--- src/rtl/uart_tx_ctrl.sv ---
// Purpose    : transmit-side UART controller; one word per valid/ready handshake, serialised
//              LSB first as start, data, optional parity, stop bit(s) on a registered line.
// Latency    : start bit appears the cycle after the handshake; frame lasts B*(1+D+P+S) cycles.
// Backpressure: tx_ready_o is high only in IDLE; tx_valid_i is ignored while a frame is in flight.
//
// Ports
//   clk_i       system clock, rising edge
//   rst_ni      asynchronous active-low reset (line returns high at once, frame abandoned)
//   tx_data_i   word to send, sampled only on the handshake
//   tx_valid_i  producer has a word
//   tx_ready_o  controller can accept a word (combinational, state == IDLE)
//   tx_o        serial line, registered, idle high
//   busy_o      frame in progress (state != IDLE)
//   done_o      one-cycle pulse in the first IDLE cycle after a completed frame

module uart_tx_ctrl #(
    parameter int CLOCK        = 100_000_000,
    parameter int BAUD_RATE    = 20_000_000,
    parameter int BAUD_COUNTER = CLOCK / BAUD_RATE,
    parameter int DATA_BITS    = 8,
    parameter bit PARITY_EN    = 1'b0,
    parameter bit PARITY_ODD   = 1'b0,
    parameter int STOP_BITS    = 1
) (
    input  logic                 clk_i,
    input  logic                 rst_ni,
    input  logic [DATA_BITS-1:0] tx_data_i,
    input  logic                 tx_valid_i,
    output logic                 tx_ready_o,
    output logic                 tx_o,
    output logic                 busy_o,
    output logic                 done_o
);

    // Baud counter runs 0..B-1; width holds B so B=1 still gets a 1-bit counter.
    localparam int CNT_W = $clog2(BAUD_COUNTER + 1);
    // One index serves both data bits and stop bits (DATA_BITS always >= STOP_BITS).
    localparam int IDX_W = $clog2(DATA_BITS + 1);

    localparam logic [CNT_W-1:0] CNT_LAST  = CNT_W'(BAUD_COUNTER - 1);
    localparam logic [IDX_W-1:0] DATA_LAST = IDX_W'(DATA_BITS - 1);
    localparam logic [IDX_W-1:0] STOP_LAST = IDX_W'(STOP_BITS - 1);

    typedef enum logic [2:0] {
        IDLE   = 3'd0,
        START  = 3'd1,
        DATA   = 3'd2,
        PARITY = 3'd3,
        STOP   = 3'd4
    } state_e;

    state_e                 state_q, state_d;
    logic [CNT_W-1:0]       cnt_q, cnt_d;
    logic [IDX_W-1:0]       idx_q, idx_d;
    logic [DATA_BITS-1:0]   shift_q, shift_d;
    logic [DATA_BITS-1:0]   word_q, word_d;
    logic                   tx_q, tx_d;
    logic                   done_q, done_d;

    logic                   bit_end;
    logic                   parity_bit;

    assign bit_end    = (cnt_q == CNT_LAST);
    // Parity is taken from the latched word; the shift register is consumed by then.
    assign parity_bit = PARITY_ODD ? ~(^word_q) : (^word_q);

    assign tx_ready_o = (state_q == IDLE);
    assign busy_o     = (state_q != IDLE);
    assign tx_o       = tx_q;
    assign done_o     = done_q;

    always_ff @(posedge clk_i or negedge rst_ni) begin
        if (!rst_ni) begin
            state_q <= IDLE;
            cnt_q   <= '0;
            idx_q   <= '0;
            shift_q <= '0;
            word_q  <= '0;
            tx_q    <= 1'b1;
            done_q  <= 1'b0;
        end else begin
            state_q <= state_d;
            cnt_q   <= cnt_d;
            idx_q   <= idx_d;
            shift_q <= shift_d;
            word_q  <= word_d;
            tx_q    <= tx_d;
            done_q  <= done_d;
        end
    end

    // Next-state logic. The counter is pinned to 0 in IDLE so every frame starts
    // with a full-length start bit regardless of how long the line was idle.
    always_comb begin
        state_d = state_q;
        cnt_d   = cnt_q;
        idx_d   = idx_q;
        shift_d = shift_q;
        word_d  = word_q;
        done_d  = 1'b0;

        if (state_q == IDLE) begin
            cnt_d = '0;
        end else if (bit_end) begin
            cnt_d = '0;
        end else begin
            cnt_d = cnt_q + 1'b1;
        end

        case (state_q)
            IDLE: begin
                idx_d = '0;
                if (tx_valid_i) begin
                    word_d  = tx_data_i;
                    shift_d = tx_data_i;
                    state_d = START;
                end
            end
            START: begin
                if (bit_end) begin
                    state_d = DATA;
                    idx_d   = '0;
                end
            end
            DATA: begin
                if (bit_end) begin
                    shift_d = shift_q >> 1;
                    if (idx_q == DATA_LAST) begin
                        idx_d   = '0;
                        state_d = PARITY_EN ? PARITY : STOP;
                    end else begin
                        idx_d = idx_q + 1'b1;
                    end
                end
            end
            PARITY: begin
                if (bit_end) begin
                    state_d = STOP;
                    idx_d   = '0;
                end
            end
            STOP: begin
                if (bit_end) begin
                    if (idx_q == STOP_LAST) begin
                        idx_d   = '0;
                        state_d = IDLE;
                        done_d  = 1'b1;
                    end else begin
                        idx_d = idx_q + 1'b1;
                    end
                end
            end
            default: begin
                state_d = IDLE;
                idx_d   = '0;
            end
        endcase
    end

    // The line is registered, so its next value follows the state being entered:
    // a handshake in cycle T puts the start bit on tx_o in T+1.
    always_comb begin
        tx_d = 1'b1;
        case (state_d)
            IDLE:    tx_d = 1'b1;
            START:   tx_d = 1'b0;
            DATA:    tx_d = shift_d[0];
            PARITY:  tx_d = parity_bit;
            STOP:    tx_d = 1'b1;
            default: tx_d = 1'b1;
        endcase
    end

endmodule

--- config.mk ---
export PLATFORM = sky130hd
export DESIGN_NAME = uart_tx_ctrl
export DESIGN_NICKNAME = d
export VERILOG_FILES = /design/src/rtl/uart_tx_ctrl.sv
export SDC_FILE = /design/constraint.sdc
export NUM_CORES = 1
export LEC_CHECK = 0
export ABC_AREA = 1
export BUFFER_PORTS_ARGS = -buffer_cell sky130_fd_sc_hd__buf_2
export CELL_PAD_IN_SITES_DETAIL_PLACEMENT = 1
export CELL_PAD_IN_SITES_GLOBAL_PLACEMENT = 2
export CORE_AREA = 5 5 76 78
export DETAILED_ROUTE_END_ITERATION = 6
export DIE_AREA = 0 0 81 83
export PLACE_DENSITY = 0.81
export SLEW_MARGIN = 20
export SYNTH_ARGS = -nofsm -noshare
export SYNTH_HDL_FRONTEND = slang
export SYNTH_SLANG_ARGS = --single-unit
--- constraint.sdc ---
create_clock -name clk_i -period 1.5 [get_ports clk_i]
set_clock_uncertainty 0.2 [all_clocks]
set_input_delay 0.15 -clock clk_i [delete_from_list [all_inputs] [get_ports clk_i]]
set_output_delay 0.15 -clock clk_i [all_outputs]
set_load 0.03 [all_outputs]
Word level (Yosys, flattened, before mapping) --
Cells that the tools add are included.
Word-level totals: register bits after elaboration 28, bits in latches 0, RAM bits 0, ROM bits 0, bits of input ports 11, output and inout port bits 4, word-level logic and storage cells 55, memories 0
Cells by class: add/subtract/negate cells 2, $mul 0, div/mod/pow operators 0, magnitude comparators 0, equality and inequality tests 13, shift operators 0, muxes and demuxes 23, bitwise operators 0, reductions and logical operators 9
Operator list (number):
- two-way mux 3 bit | 9
- two-way mux 4 bit | 5
- two-way mux 8 bit | 2
- case mux 8 bit (2 select lines) | 1
- case mux 3 bit (5 select lines) | 1
- equality test 3 x 2 -> 1 bit, second input constant | 4
- case mux 4 bit (3 select lines) | 1
- parity 8 bit | 1
- equality test 3 x 1 -> 1 bit, second input constant | 2
- equality test 3 bit, second input constant | 2
- != test 2 bit, second input constant | 3
- AND reduction 3 bit | 2
- adder 4 x 1 -> 4 bit, second input constant | 1
- equality test 4 x 3 -> 1 bit, second input constant | 1
- logical NOT 4 bit | 1
- adder 3 x 1 -> 3 bit, second input constant | 1
- logical NOT 3 bit | 1
- two-way mux 1 bit | 3
- case mux 1 bit (3 select lines) | 1
- nonzero test 3 bit | 1
- != test 2 x 1 -> 1 bit, second input constant | 1
- AND reduction 2 bit | 1
- nonzero test 2 bit | 1
- OR reduction 2 bit | 1

Depth between registers and ports, before layout --
Gate-level depths: netlist of run 1.
depth in word-level cells 6, depth in mapped cells 9, depth with buffers taken out 9

Worst setup path before layout of run 1 --
OpenSTA, ideal clock, no wires.
kind register to register, start register state_q[2], end register word_q[1], library setup time 119 ps, data arrival time 1192 ps, required time 1181 ps, setup slack -10 ps, stages on the path, launching flop included 8, path buffers 1, period minus slack after synthesis 1510 ps, cell sequence dfrtp_1 > nor2_4 > nand2_4 > inv_4 > nand2_4 > inv_6 > buf_12 > o21ai_2
Between the ends: longest elaborated chain between the ends 2
Ends and longest elaborated chain:
- from (decl) | RTL line 52 | state_e state_q, state_d;
- from (signal assigned) | RTL line 82 | state_q <= state_d;
- logical NOT 3 bit
- net tx_ready_o | RTL line 29 | output logic tx_ready_o,
- AND reduction 2 bit (no line)
- to (signal assigned) | RTL line 86 | word_q <= word_d;
- to (decl) | RTL line 56 | logic [DATA_BITS-1:0] word_q, word_d;
The timed path passes the listed nets, and every way through them passes these cells. A chain may end at the register's enable or synchronous reset.

Worst setup path in the final report of run 1 --
start register state_q[0], end output tx_ready_o
Between the ends: longest elaborated chain between the ends 1
Ends and longest elaborated chain:
- logical NOT 3 bit | RTL line 67 | assign tx_ready_o = (state_q == IDLE);
- to (decl) | RTL line 29
Every way passes these cells.

==> flow_summary_export.csv, run 1 <==
group,metric,value,unit
yosys,seq_area_frac_synth,0.466,
timing,setup-violations-final,2,
placement,dp_hpwl,2600,um
drt,drtIter0Drc,55,
critical_path,critical_path_peak_fanout,4,
timing,fin_setup_tns,-0.0487,ns
floorplan,num_rows,26,
timing,worst_pin_slew,0.400,ns
global_route,antenna_found_initial,0,
status,outcome,"finished, violations left",
yosys,synth_fp_nets,193,
global_route,grt_max_degree,29,
drt,wl_per_cell,12.7,um
timing,post-route-period-util,1.02,
layout,nets,246,
timing,timing_hold_violations_final,0,
placement,routabilityCongestion,0.780,
yosys,synth-async-reset-ratio,1.00,
yosys,synthesis.area,1510,um^2
yosys,avgSynthCellArea,8.47,um^2
cts,clk_path_buf_depth,2,
critical_path,cp-end-kind,"primary output",
timing,slew_headroom,0.733,
yosys,synth-simple-area-share,0.260,
critical_path,crit_chain,"nor2_4 -> nand2_4 -> clkinv_4 -> buf_6",
global_route,grt_pass1_vias,1340,
floorplan,die_w,81,um
floorplan,ios,15,
floorplan,initial_utilization,0.301,
critical_path,path_buf_inv,2,
yosys,synth-main-ff-cell,"dfrtp_1",
yosys,synth-xor-area-share,0.0116,
timing,finalMaxSlewViolations,0,
global_route,overflow,0,
power,vdd_drop_max,0.542,mV
global_route,grt_pass1_wl,6080,um
yosys,synth.mux.area_fraction,0,
layout,layout.cells.non_filler,300,
yosys,ys_types,26,
status,violations,"negative setup slack",
drt,dr_total_vias,1313,
layout,antenna-diode-count,0,
critical_path,slowest_delay,0.46,ns
layout,drive_gt1_frac,0.391,
yosys,ys_ff_latch,28,
cts,path_clk_slew,0.11,ns
global_route,grt.total_usage,0.113,
timing,rsz0062_at_grt,"true",
yosys,synth_top_family_by_area,"simple AND/OR/NAND/NOR gates",
timing,fin_crit,1.53,ns
placement,placedCellCount,278,
critical_path,cp_slowest_cell,"dfrtp_2",
yosys,synthCells,178,
layout,areaGrowthSynthToFinish,41.2,%
placement,portBuffers,14,
cts,cts-root-buf,"clkbuf_8",
drt,first_pass_iters,4,
timing,setup_ws,-0.0285,ns
flow_run,max_cap_viol_count,0,
critical_path,path_class,"reg2out",
yosys,synth_compound_area_frac,0.129,
critical_path,critical_path.top_delay_family,"flip-flops",
cts,cts_tree,"done",
timing,fmax,654,MHz
critical_path,cp.arrival,1.18,ns
drt,viasPerCell,4.38,
worst_hold_path,min-delay-path-class,"in2reg",
cts,clock_latency,0.28,ns
critical_path,startpoint_type,"register",
cts,cts.sink_count,28,
yosys,synth-edff-count,0,
drt,ant_nets,0,
cts,cts_buffers,3,
yosys,synthAdderAreaFrac,0.0332,
floorplan,die_y,83,um
yosys,yosysWarnings,0,
drt,drc,0,
timing,hold_ws,0.0563,ns
critical_path,cp_data_required_time,1.15,ns
cts,cts_htree_levels,1,
power,power_density,667,nW/um^2
drt,drt-total-wl,3820,um
floorplan,die_area,6720,um^2
floorplan,core-area,5010,um^2
power,p_leak,0.00107,uW
-- cell usage in the layout, fill, tap and decap left out, types with 5 or more instances in the layout --
cell type	count
buf_2	13
buf_4	24
dfrtp_1	26
dlygate4sd3_1	9
inv_1	23
inv_2	7
nand2_1	47
nand2_2	7
nand2_4	5
nor2_1	9
o21ai_2	10
o221ai_1	6
-- worst register-to-register path, delay by kind of cell (launching register included) --
kind	cells	cell delay, ns
AND/OR/NAND/NOR	5	0.44
adder cells (fa/ha/maj)	1	0.16
flip-flops	1	0.40
buffers and inverters	2	0.23
-- cell usage after synthesis (4+ instances only) --
library cell  instances  area (um^2)
dfrtp_1              27          676
ha_1                  4         50.1
inv_1                30          113
nand2_1              53          199
nand2_4               5         56.3
nand3_1               7         35.0
nor2_1               10         37.5
o21ai_0               5         25.0
o21ai_2              10         87.6
o221ai_1              6         52.6
-- area by class of cell --
class | count | area [um^2]
clock inverter | 1 | 30.0
sequential | 28 | 703
timing repair buffer | 49 | 387
clock buffer | 3 | 41.3
inverter | 33 | 136
tap | 70 | 87.6
multi-input combinational | 116 | 744
fill | 616 | 2880
-- registers in the layout, indices dropped and copies added, names as in the netlist --
signal / count
cnt_q: 3
done_o: 1
idx_q: 4
shift_q: 8
state_q: 3
tx_o: 1
word_q: 8
-- cells by family after synthesis --
group,after synthesis
and+or+nand+nor,84
DFF,28
adders and majority gates,4
xor gates and xnor gates,2
buffers and inverters,34
AOI/OAI and AO/OA,26
-- timing repair --
| action | in CTS | in global routing |
|---|---|---|
| hold endpoints to repair | 43 | 0 |
| setup buffers | 3 | 6 |
| setup endpoints to repair | 12 | 24 |
| pin swaps | 1 | 11 |
| hold buffers | 9 | 0 |
| gates resized for setup | 8 | 25 |
-- metrics by stage --
step | utilization | total power, uW | cell area, um^2 | setup WS, ns
after floorplan | - | 770 | 1510 | 0.0114
after global placement | 0.359 | 803 | 1800 | -0.0224
after detailed placement | 0.359 | 805 | 1800 | -0.0619
after CTS | 0.400 | 1430 | 2010 | -0.0514
after global routing | 0.425 | 1470 | 2130 | -0.0939
final | 0.425 | 1420 | 2130 | -0.0285
-- path summary, 6_finish.rpt --
check	start	end	slack, ns	cells past startpoint
worst max register to register	cnt_q[1]$_DFF_PN0_	tx_o$_DFF_PN1_	0.02	8
worst min register to register	shift_q[7]$_DFFE_PN0P_	shift_q[7]$_DFFE_PN0P_	0.33	2
min in group asynchronous	rst_ni	word_q[2]$_DFFE_PN0P_	0.20	3
max in group asynchronous	rst_ni	tx_o$_DFF_PN1_	0.56	3
worst min-delay path	tx_valid_i	shift_q[7]$_DFFE_PN0P_	0.06	4
worst max-delay path	state_q[0]$_DFF_PN0_	tx_ready_o	-0.03	4
-- layer usage --
layer	vias to the layer above	wire (um)	GRT usage
met5	-	0	0
met3	2	118	0.0292
li1	667	-	-
met4	0	22	0.0138
met1	628	1760	0.139
met2	16	1930	0.199
-- report_power, final --
part           internal (uW)  total [uW]  switching [uW]
Combinational           26.6        52.6            26.0
Sequential               754         754               0
Clock                    358         613             255
Note: power is estimated with default switching activity, not from simulation.
==> run 2: changes to the inputs <==
- CELL_PAD_IN_SITES_DETAIL_PLACEMENT: 1 -> not set
- CELL_PAD_IN_SITES_GLOBAL_PLACEMENT: 2 -> not set
- CORE_AREA: 5 5 76 78 -> 5 5 60 62
- DIE_AREA: 0 0 81 83 -> 0 0 65 67
- PLACE_DENSITY: 0.81 -> 0.82
==> flow_summary_export.csv, run 2 (same netlist as run 1, synthesis figures left out) <==
group,metric,value,unit
status,outcome,"finished, violations left",
status,violations,"negative setup slack",
power,internal-power,1050,uW
layout,layout.cells.non_filler,257,
power,switchingPower,268,uW
timing,setup-violations-final,16,
critical_path,r2r-end,"idx_q[3]$_DFFE_PN0P_",
critical_path,reg2reg_setup_slack,-0.12,ns
global_route,overflow,0,
timing,post-route-period-util,1.08,
timing,setup_ws,-0.118,ns
cts,cts-root-buf,"clkbuf_4",
layout,final_area,2200,um^2
floorplan,ios,15,
timing,slew_headroom,0.590,
floorplan,die_area,4360,um^2
drt,wl_per_cell,16.9,um
worst_hold_path,min-delay-path-class,"in2async",
cts,clk_path_buf_depth,2,
layout,largestRegisters,"shift_q (8), word_q (8), idx_q (4)",
floorplan,die_y,67,um
critical_path,path_buf_inv,2,
flow_run,max_cap_viol_count,0,
power,seq_power_share,0.572,
global_route,grt_pass1_vias,1239,
drt,drt-total-wl,4340,um
critical_path,startpoint_type,"register",
timing,hold_ws,0.126,ns
drt,dr_total_vias,1419,
placement,dp_hpwl,2140,um
critical_path,critical_path.top_delay_family,"simple AND/OR/NAND/NOR gates",
placement,dpl-instance-area,1650,um^2
floorplan,die_w,65,um
placement,preCtsSetupSlack,-0.0551,ns
drt,drc,0,
placement,portBuffers,14,
critical_path,cp-end-kind,"register",
timing,timing_hold_violations_final,0,
cts,path_clk_slew,0.16,ns
drt,viasPerCell,5.52,
critical_path,cp_slowest_cell,"dfrtp_2",
floorplan,num_rows,20,
cts,clock_latency,0.34,ns
power,vdd_drop_max,0.453,mV
global_route,grt_pass1_wl,5570,um
layout,areaGrowthSynthToFinish,45.8,%
global_route,grt.total_usage,0.168,
layout,drive_gt1_frac,0.460,
drt,first_pass_iters,4,
critical_path,path_class,"reg2reg",
global_route,antenna_found_initial,0,
cts,cts_buffers,3,
critical_path,r2r_cells,9,
critical_path,cp_data_required_time,1.54,ns
critical_path,crit_chain,"buf_4 -> inv_4 -> nand2_4 -> nand2_2 -> nand3_4 -> nand2_2 -> nand2_1 -> o21ai_1 -> nor2_1",
floorplan,initial_utilization,0.506,
critical_path,crit_top_cell,"nand2_2",
power,switching_share,0.203,
critical_path,critical_path_peak_fanout,7,
floorplan,core-area,2980,um^2
critical_path,cp.arrival,1.65,ns
cts,cts_htree_levels,1,
layout,nFillCells,191,
drt,ant_nets,0,
power,p_clk_frac,0.386,
timing,rsz0062_at_grt,"true",
power,power_density,600,nW/um^2
critical_path,r2r-start,"state_q[0]$_DFF_PN0_",
placement,routabilityCongestion,0.807,
critical_path,slowest_delay,0.47,ns
power,combinationalPowerShare,0.042,
power,p_leak,0.00107,uW
layout,layout_common_cells,"nand2_1, dfrtp_1, inv_1",
timing,fmax,618,MHz
layout,layout_commonest_cell,"nand2_1",
timing,fin_crit,1.62,ns
global_route,grt_max_degree,29,
layout,antenna-diode-count,0,
timing,worst_pin_slew,0.615,ns
cts,cts.sink_count,28,
drt,drtIter0Drc,79,
layout,nets,240,
placement,placedCellCount,229,
cts,cts_tree,"done",
timing,finalMaxSlewViolations,0,
[run 2: changes by cell type in the layout (fill, tap and decap cells not counted), sizes merged]
cell         previous run  this run
buf                    40        32
clkinv                  1         2
dlygate4sd3             9        10
[run 2: layer usage]
layer,GRT usage,part of all wire,vias up
met5,0,0,-
met4,0.0396,0.021,0
met3,0.0270,0.058,12
met2,0.290,0.52,54
met1,0.220,0.40,690
li1,-,-,663
[run 2: what timing repair did]
action,4_1_cts,5_1_grt
endpoints found under the hold margin,44,0
hold buffers,10,0
cloned,0,1
pin swaps,4,13
setup endpoints to repair,12,24
buffers inserted,5,8
gates resized for setup,15,63
[run 2: per-stage QoR]
step                utilization  total power [uW]  TNS (ns)
finish                    0.738              1320    -0.582
global route              0.738              1360     -1.83
CTS                       0.639              1300    -0.127
detailed placement        0.555               801    -0.317
global placement          0.555               800         0
floorplan                     -               770         0
[run 2: layout make-up]
cell class	count	area [um^2]	area share
clock buffers	3	22.5	0.0102
clock inverters	1	30.0	0.0137
inverters	33	159	0.0723
multi-input cells	116	883	0.402
flip-flops and latches	28	703	0.320
well taps	33	41.3	0.0188
repair buffers	42	350	0.159
repair inverters	1	8.76	0.00398
[run 2: power groups by stage]
stage	logic, uW	registers (uW)	clock network, uW
after global routing	61.7	756	543
after CTS	52.2	755	494
final	55.4	755	509
after floorplan	1.02	769	0
after global placement	31.3	769	0
after detailed placement	31.7	769	0
[run 2: how the worst max path moves through the flow]
| stage | from | end | cells past startpoint |
|---|---|---|---|
| floorplan | state_q[2]$_DFF_PN0_ | word_q[1]$_DFFE_PN0P_ | 7 |
| global placement | cnt_q[0]$_DFF_PN0_ | shift_q[6]$_DFFE_PN0P_ | 7 |
| detailed placement | cnt_q[1]$_DFF_PN0_ | shift_q[2]$_DFFE_PN0P_ | 7 |
| CTS | state_q[0]$_DFF_PN0_ | tx_ready_o | 4 |
| global route | state_q[0]$_DFF_PN0_ | idx_q[3]$_DFFE_PN0P_ | 9 |
| finish | state_q[0]$_DFF_PN0_ | idx_q[3]$_DFFE_PN0P_ | 9 |
